`src/rtl/fetch_predecode.sv`:
```
`default_nettype none
// +----------------------------------------------------------------------+
// | fetch_predecode: fetch PC, sync imem drive, predecode, IF/ID register |
// | Revision: 1.0                                                        |
// +----------------------------------------------------------------------+
module fetch_predecode #(
  parameter logic [31:0] RESET_PC  = 32'h0000_0000,
  parameter logic [31:0] NOP_INSTR = 32'h0000_0013
) (
  input  logic        clk,
  input  logic        rst,
  input  logic        stall,
  output logic [31:0] imem_addr,
  input  logic [31:0] imem_rdata,
  input  logic [31:0] target_pc,
  input  logic        predict_result,
  input  logic        predict_fail,
  output logic [31:0] pc,
  output logic [31:0] imm,
  output logic [4:0]  rs1,
  output logic [4:0]  rd,
  output logic        branch,
  output logic        predict,
  output logic        excp,
  output logic        sret,
  output logic [31:0] id_pc,
  output logic [31:0] id_instr,
  output logic [31:0] id_predict_pc,
  output logic        id_predict_result,
  output logic        id_valid
);

  localparam logic [6:0]  c_OP_JAL   = 7'b1101111;
  localparam logic [6:0]  c_OP_JALR  = 7'b1100111;
  localparam logic [6:0]  c_OP_BR    = 7'b1100011;
  localparam logic [31:0] c_W_ECALL  = 32'h0000_0073;
  localparam logic [31:0] c_W_SRET   = 32'h1020_0073;

  logic [31:0] r_fpc;
  logic        r_f_valid;
  logic [31:0] r_id_pc;
  logic [31:0] r_id_instr;
  logic [31:0] r_id_predict_pc;
  logic        r_id_predict_result;
  logic        r_id_valid;

  // Re-issuing the held address on a stall keeps imem_rdata stable.
  always_comb begin
    if (rst || !r_f_valid) begin
      imem_addr = RESET_PC;
    end else if (stall) begin
      imem_addr = r_fpc;
    end else begin
      imem_addr = target_pc;
    end
  end

  always_ff @(posedge clk) begin
    r_fpc     <= imem_addr;
    r_f_valid <= !rst;
  end

  assign pc = r_fpc;

  always_comb begin
    branch  = 1'b0;
    predict = 1'b0;
    excp    = 1'b0;
    sret    = 1'b0;
    imm     = 32'd0;
    rs1     = 5'd0;
    rd      = 5'd0;
    if (r_f_valid) begin
      rs1 = imem_rdata[19:15];
      rd  = imem_rdata[11:7];
      case (imem_rdata[6:0])
        c_OP_JAL: begin
          branch = 1'b1;
          imm    = {{11{imem_rdata[31]}}, imem_rdata[31], imem_rdata[19:12],
                    imem_rdata[20], imem_rdata[30:21], 1'b0};
        end
        c_OP_JALR: begin
          branch = 1'b1;
          imm    = {{20{imem_rdata[31]}}, imem_rdata[31:20]};
        end
        c_OP_BR: begin
          branch  = 1'b1;
          predict = 1'b1;
          imm     = {{19{imem_rdata[31]}}, imem_rdata[31], imem_rdata[7],
                     imem_rdata[30:25], imem_rdata[11:8], 1'b0};
        end
        default: ;
      endcase
      if (imem_rdata == c_W_ECALL) begin
        excp = 1'b1;
      end else if (imem_rdata == c_W_SRET) begin
        excp = 1'b1;
        sret = 1'b1;
      end
    end
  end

  // IF/ID: a stall outranks a pending flush so the flush lands afterwards.
  always_ff @(posedge clk) begin
    if (rst) begin
      r_id_pc             <= 32'd0;
      r_id_instr          <= NOP_INSTR;
      r_id_predict_pc     <= 32'd0;
      r_id_predict_result <= 1'b0;
      r_id_valid          <= 1'b0;
    end else if (stall) begin
      r_id_pc             <= r_id_pc;
      r_id_instr          <= r_id_instr;
      r_id_predict_pc     <= r_id_predict_pc;
      r_id_predict_result <= r_id_predict_result;
      r_id_valid          <= r_id_valid;
    end else if (predict_fail || !r_f_valid) begin
      r_id_pc             <= 32'd0;
      r_id_instr          <= NOP_INSTR;
      r_id_predict_pc     <= 32'd0;
      r_id_predict_result <= 1'b0;
      r_id_valid          <= 1'b0;
    end else begin
      r_id_pc             <= r_fpc;
      r_id_instr          <= imem_rdata;
      r_id_predict_pc     <= target_pc;
      r_id_predict_result <= predict_result;
      r_id_valid          <= 1'b1;
    end
  end

  assign id_pc             = r_id_pc;
  assign id_instr          = r_id_instr;
  assign id_predict_pc     = r_id_predict_pc;
  assign id_predict_result = r_id_predict_result;
  assign id_valid          = r_id_valid;

endmodule
`default_nettype wire

```
`config.mk`:
```
export PLATFORM = sky130hd
export DESIGN_NAME = fetch_predecode
export DESIGN_NICKNAME = d
export VERILOG_FILES = /design/src/rtl/fetch_predecode.sv
export SDC_FILE = /design/constraint.sdc
export NUM_CORES = 1
export LEC_CHECK = 0
export CAP_MARGIN = 20
export CORE_ASPECT_RATIO = 0.75
export CORE_MARGIN = 1.5
export CORE_UTILIZATION = 40
export DETAILED_ROUTE_END_ITERATION = 12
export HOLD_SLACK_MARGIN = 0.15
export MAX_ROUTING_LAYER = met4
export PLACE_DENSITY = 0.8
export SLEW_MARGIN = 20
export SYNTH_ARGS = -nofsm -noshare
export SYNTH_HDL_FRONTEND = slang
export SYNTH_SLANG_ARGS = --single-unit
```
`constraint.sdc`:
```
create_clock -name clk -period 3.7 [get_ports clk]
set_input_delay 0.74 -clock clk [delete_from_list [all_inputs] [get_ports clk]]
set_output_delay 0.74 -clock clk [all_outputs]
set_load 0.02 [all_outputs]
```
# Word level (Yosys, flattened, before mapping)
# Cells that the tools add are included.
# word_totals
output_inout_bits,208
input_bits,69
elab_cells,37
reg_bits,131
# classes
n_eq_ne,5
reduce_logical,5
muxes,20
# op_table
operator,count
$mux 32,6
$pmux 32 s3,1
$eq 32x29->1 const B,1
$eq 32x7->1 const B,1
$eq 7x7->1 const B,3
$mux 1,11
$mux 5,2
$reduce_or 3->1,1
$logic_not 1->1,2
$logic_or 1x1->1,2

# Logic depth before layout (Yosys ltp)
# depth
word_depth,4
ltp_mapped,5
ltp_nobuf,3

# Worst setup path before layout
# Ideal clock, no wire load.
# synth_path
kind,input-to-output
from,input port imem_rdata[2]
to,output port imm[21]
t_required_ps,2960
slack_ps,819
arrival_ps,2141
cell_stages,4
path_buffers,1
path_cell_list,inv_1 > a2111oi_4 > and2_1 > buf_4
# synth_via
elab_chain_cells,3
elab_cells_between_ends,5
cone_classes,eq/ne (3); mux (2)
# synth_rtl
element,line_no,rtl
start: declaration,14,"input logic [31:0] imem_rdata,"
$eq 7x7->1,76,case (imem_rdata[6:0])
$pmux 32 s3 *,76,
$mux 32 *,73,if (r_f_valid) begin
end: declaration,19,"output logic [31:0] imm,"
# Every way passes the cells marked *; elsewhere a longest branch is shown, timed or not.

# Final worst setup path
# layout_path
from,input port imem_rdata[6]
to,output port imm[0]
# The elaborated chain is that of the path after synthesis.

==> results.toml <==
[synthesis]
syn_area_um2 = 5300
async_reset_ff_frac = 0
netlist_instances = 619
yosysUniqueCellTypes = 32
synth_seq_cells = 131
synth_edf_count = 0
synth_nets = 688
ys.flop_type = "dfxtp_1"
seq_area_frac_synth = 0.495
syn_area_per_cell_um2 = 8.56
yosysWarningCount = 0

[sta]
worst_slew_pin_slew_ns = 1.05
rsz0062_at_grt = "false"
clock-skew-final_ns = 0.00982
clock.fmax_ghz = 0.283
fin_setup_tns_ns = 0
setup_violations = 0
hold_viol_final = 0
maxSlewHeadroom = 0.301
whs_ns = 0.458
maxSlewViolCount = 0
layout_min_cycle_time_ns = 3.54
fin_crit_sh = 0.956

[run]
drv_cap = 0

[clock_tree]
cts_buffers = 17
postCtsHoldBufs = 0
clock_latency_ns = 0.42
cts_tree = "done"
cts_max_level = 4
cts-root-buf = "clkbuf_16"
postCtsSetupRepairBufs = 0
cts_buffer_depth = 2
cts_sinks = 131
post_cts_resized = 0
clk_pin_slew_worst_paths_ns = 0.06

[floorplanning]
die_area_um2 = 14000
core_um2 = 13000
num_rows = 36
dieHeight_um = 103
start_util = 0.409
die_width_um = 136
pin_count = 277

[placement]
port_buffers = 276
place_area_um2 = 8190
gp_congestion = 0.886
hpwlAfterDp_mm = 12.7

[finish]
fin_util = 0.681
drive_gt1_frac = 0.0754
finalNetCount = 945
syn2layout_area_growth_pct = 66.6
final_cell_mix = "clkdlybuf4s50_1 (274), dfxtp_1 (131), a21oi_1 (102)"
finalInstanceArea_um2 = 8830
layout_commonest_cell = "clkdlybuf4s50_1"
antennaDiodeCount = 0

[setup_path]
worstPathArrival_ns = 2.80
startpoint_type = "primary input"
worst-path-buf-inv = 2
end_kind = "output port"
path_class = "primary input to output port"
slowest_stage = "clkdlybuf4s50_1"
crit_path_frequent_cell = "clkdlybuf4s50_1"
cp.required_ns = 2.96
crit_chain = "clkdlybuf4s50_1 > nand3_4 > or3_4 > nor4b_4 > clkdlybuf4s50_1"
path_delay_family = "buffers and inverters"
crit_fanout = 9
critPathMaxStageDelay_ns = 0.65

[route]
drtIter0Drc = 319
num_vias = 5443
drc_errors = 0
dr.pass1.iters = 5
ant_nets = 0
routedWlPerCell_um = 17.3
vias_per_cell = 5.13
postRouteWirelength_mm = 18.4

[pwr]
power.switching_uw = 900
p_leak_uw = 0.00305
switching_share = 0.242
combPwrFrac = 0.122
clkPwrFrac = 0.485
seqPwrFrac = 0.393
peakVddDrop_mv = 0.404
p_int_uw = 2820
power_density_nw_per_um2 = 421

[global_route]
grt_usage = 0.266
grt_pass1_vias = 5173
grt_max_degree = 96
overflow = 0
grt_antenna_before_repair = 0
grt_pass1_wl_mm = 27.3

[status]
outcome = "finished clean"

[worst_hold_path]
hp-class = "flip-flop to flip-flop"
==> final cells by class <==
cell class	count	area, µm²
clock buffers	20	457
clock inverters	12	179
fillers	995	4140
inverters	2	7.51
multi-input cells	422	2370
flip-flops and latches	131	2620
well taps	171	214
repair buffers	302	2980
==> tightest hold or removal path, delay by kind of cell (launching register included) <==
family,cells,cell delay [ns]
and+or+nand+nor,1,0.06
AOI/OAI and AO/OA,1,0.05
DFF,1,0.31
==> kinds of logic (layout without fill, tap and decap cells) <==
| logic type | Yosys count | after routing | synth area share |
|---|---|---|---|
| AO/OA/AOI/OAI | 143 | 143 | 0.159 |
| multiplexers | 1 | 1 | 0.00189 |
| buffers and inverters | 66 | 336 | 0.0597 |
| AND/OR/NAND/NOR | 277 | 277 | 0.283 |
| XOR/XNOR | 1 | 1 | 0.00165 |
| flip-flops | 131 | 131 | 0.495 |
==> cells in the mapped netlist, drive strengths merged (2+ instances only) <==
master	number	area share
dfxtp	131	0.49
a21oi	102	0.096
nand2	75	0.053
nor2	65	0.046
nand3b	61	0.086
nor2b	35	0.041
buf	34	0.037
a22oi	32	0.045
clkbuf	30	0.021
and2	18	0.021
nor3	6	0.0057
a32o	5	0.0094
nor4	5	0.0059
o21ai	3	0.0028
inv	2	0.0014
nand2b	2	0.0024
nor4b	2	0.0061
or3	2	0.0024
==> worst paths after layout <==
kind / startpoint / to / slack, ns / depth (start not counted)
worst max register to register: r_f_valid$_DFF_P_ / id_instr[28]$_SDFFE_PP0N_ / 1.73 / 5
worst max-delay path: imem_rdata[6] / imm[0] / 0.16 / 5
worst min-delay path: id_pc[19]$_SDFFE_PP0N_ / id_pc[19]$_SDFFE_PP0N_ / 0.46 / 2
worst min register to register: id_pc[19]$_SDFFE_PP0N_ / id_pc[19]$_SDFFE_PP0N_ / 0.46 / 2
==> metal layers <==
metal  routed length, µm  global-route usage
met1                7450               0.302
met2                8640               0.426
met3                1850               0.104
met4                 444               0.106
met5                   0                   -
==> registers in the layout, indices dropped and copies added (netlist names) <==
register           cells
id_instr              32
id_valid               1
pc                    32
id_predict_pc         32
r_f_valid              1
id_predict_result      1
id_pc                 32
==> metrics by stage <==
step	setup slack (ns)	instances	power (µW)
floorplan	0.819	619	1700
global placement	0.0933	1028	1940
detailed placement	0.0606	1028	1940
CTS	0.0621	1060	3740
global route	0.105	1060	3840
finish	0.163	1060	3720
==> power by group through the flow <==
stage	sequential (µW)	clock (µW)	combinational (µW)
2_1_floorplan	1530	0	175
4_1_cts	1460	1830	452
3_3_place_gp	1490	0	444
5_1_grt	1460	1890	484
6_report	1460	1810	453
3_5_place_dp	1490	0	448
Power figures use the tool's default switching activity.
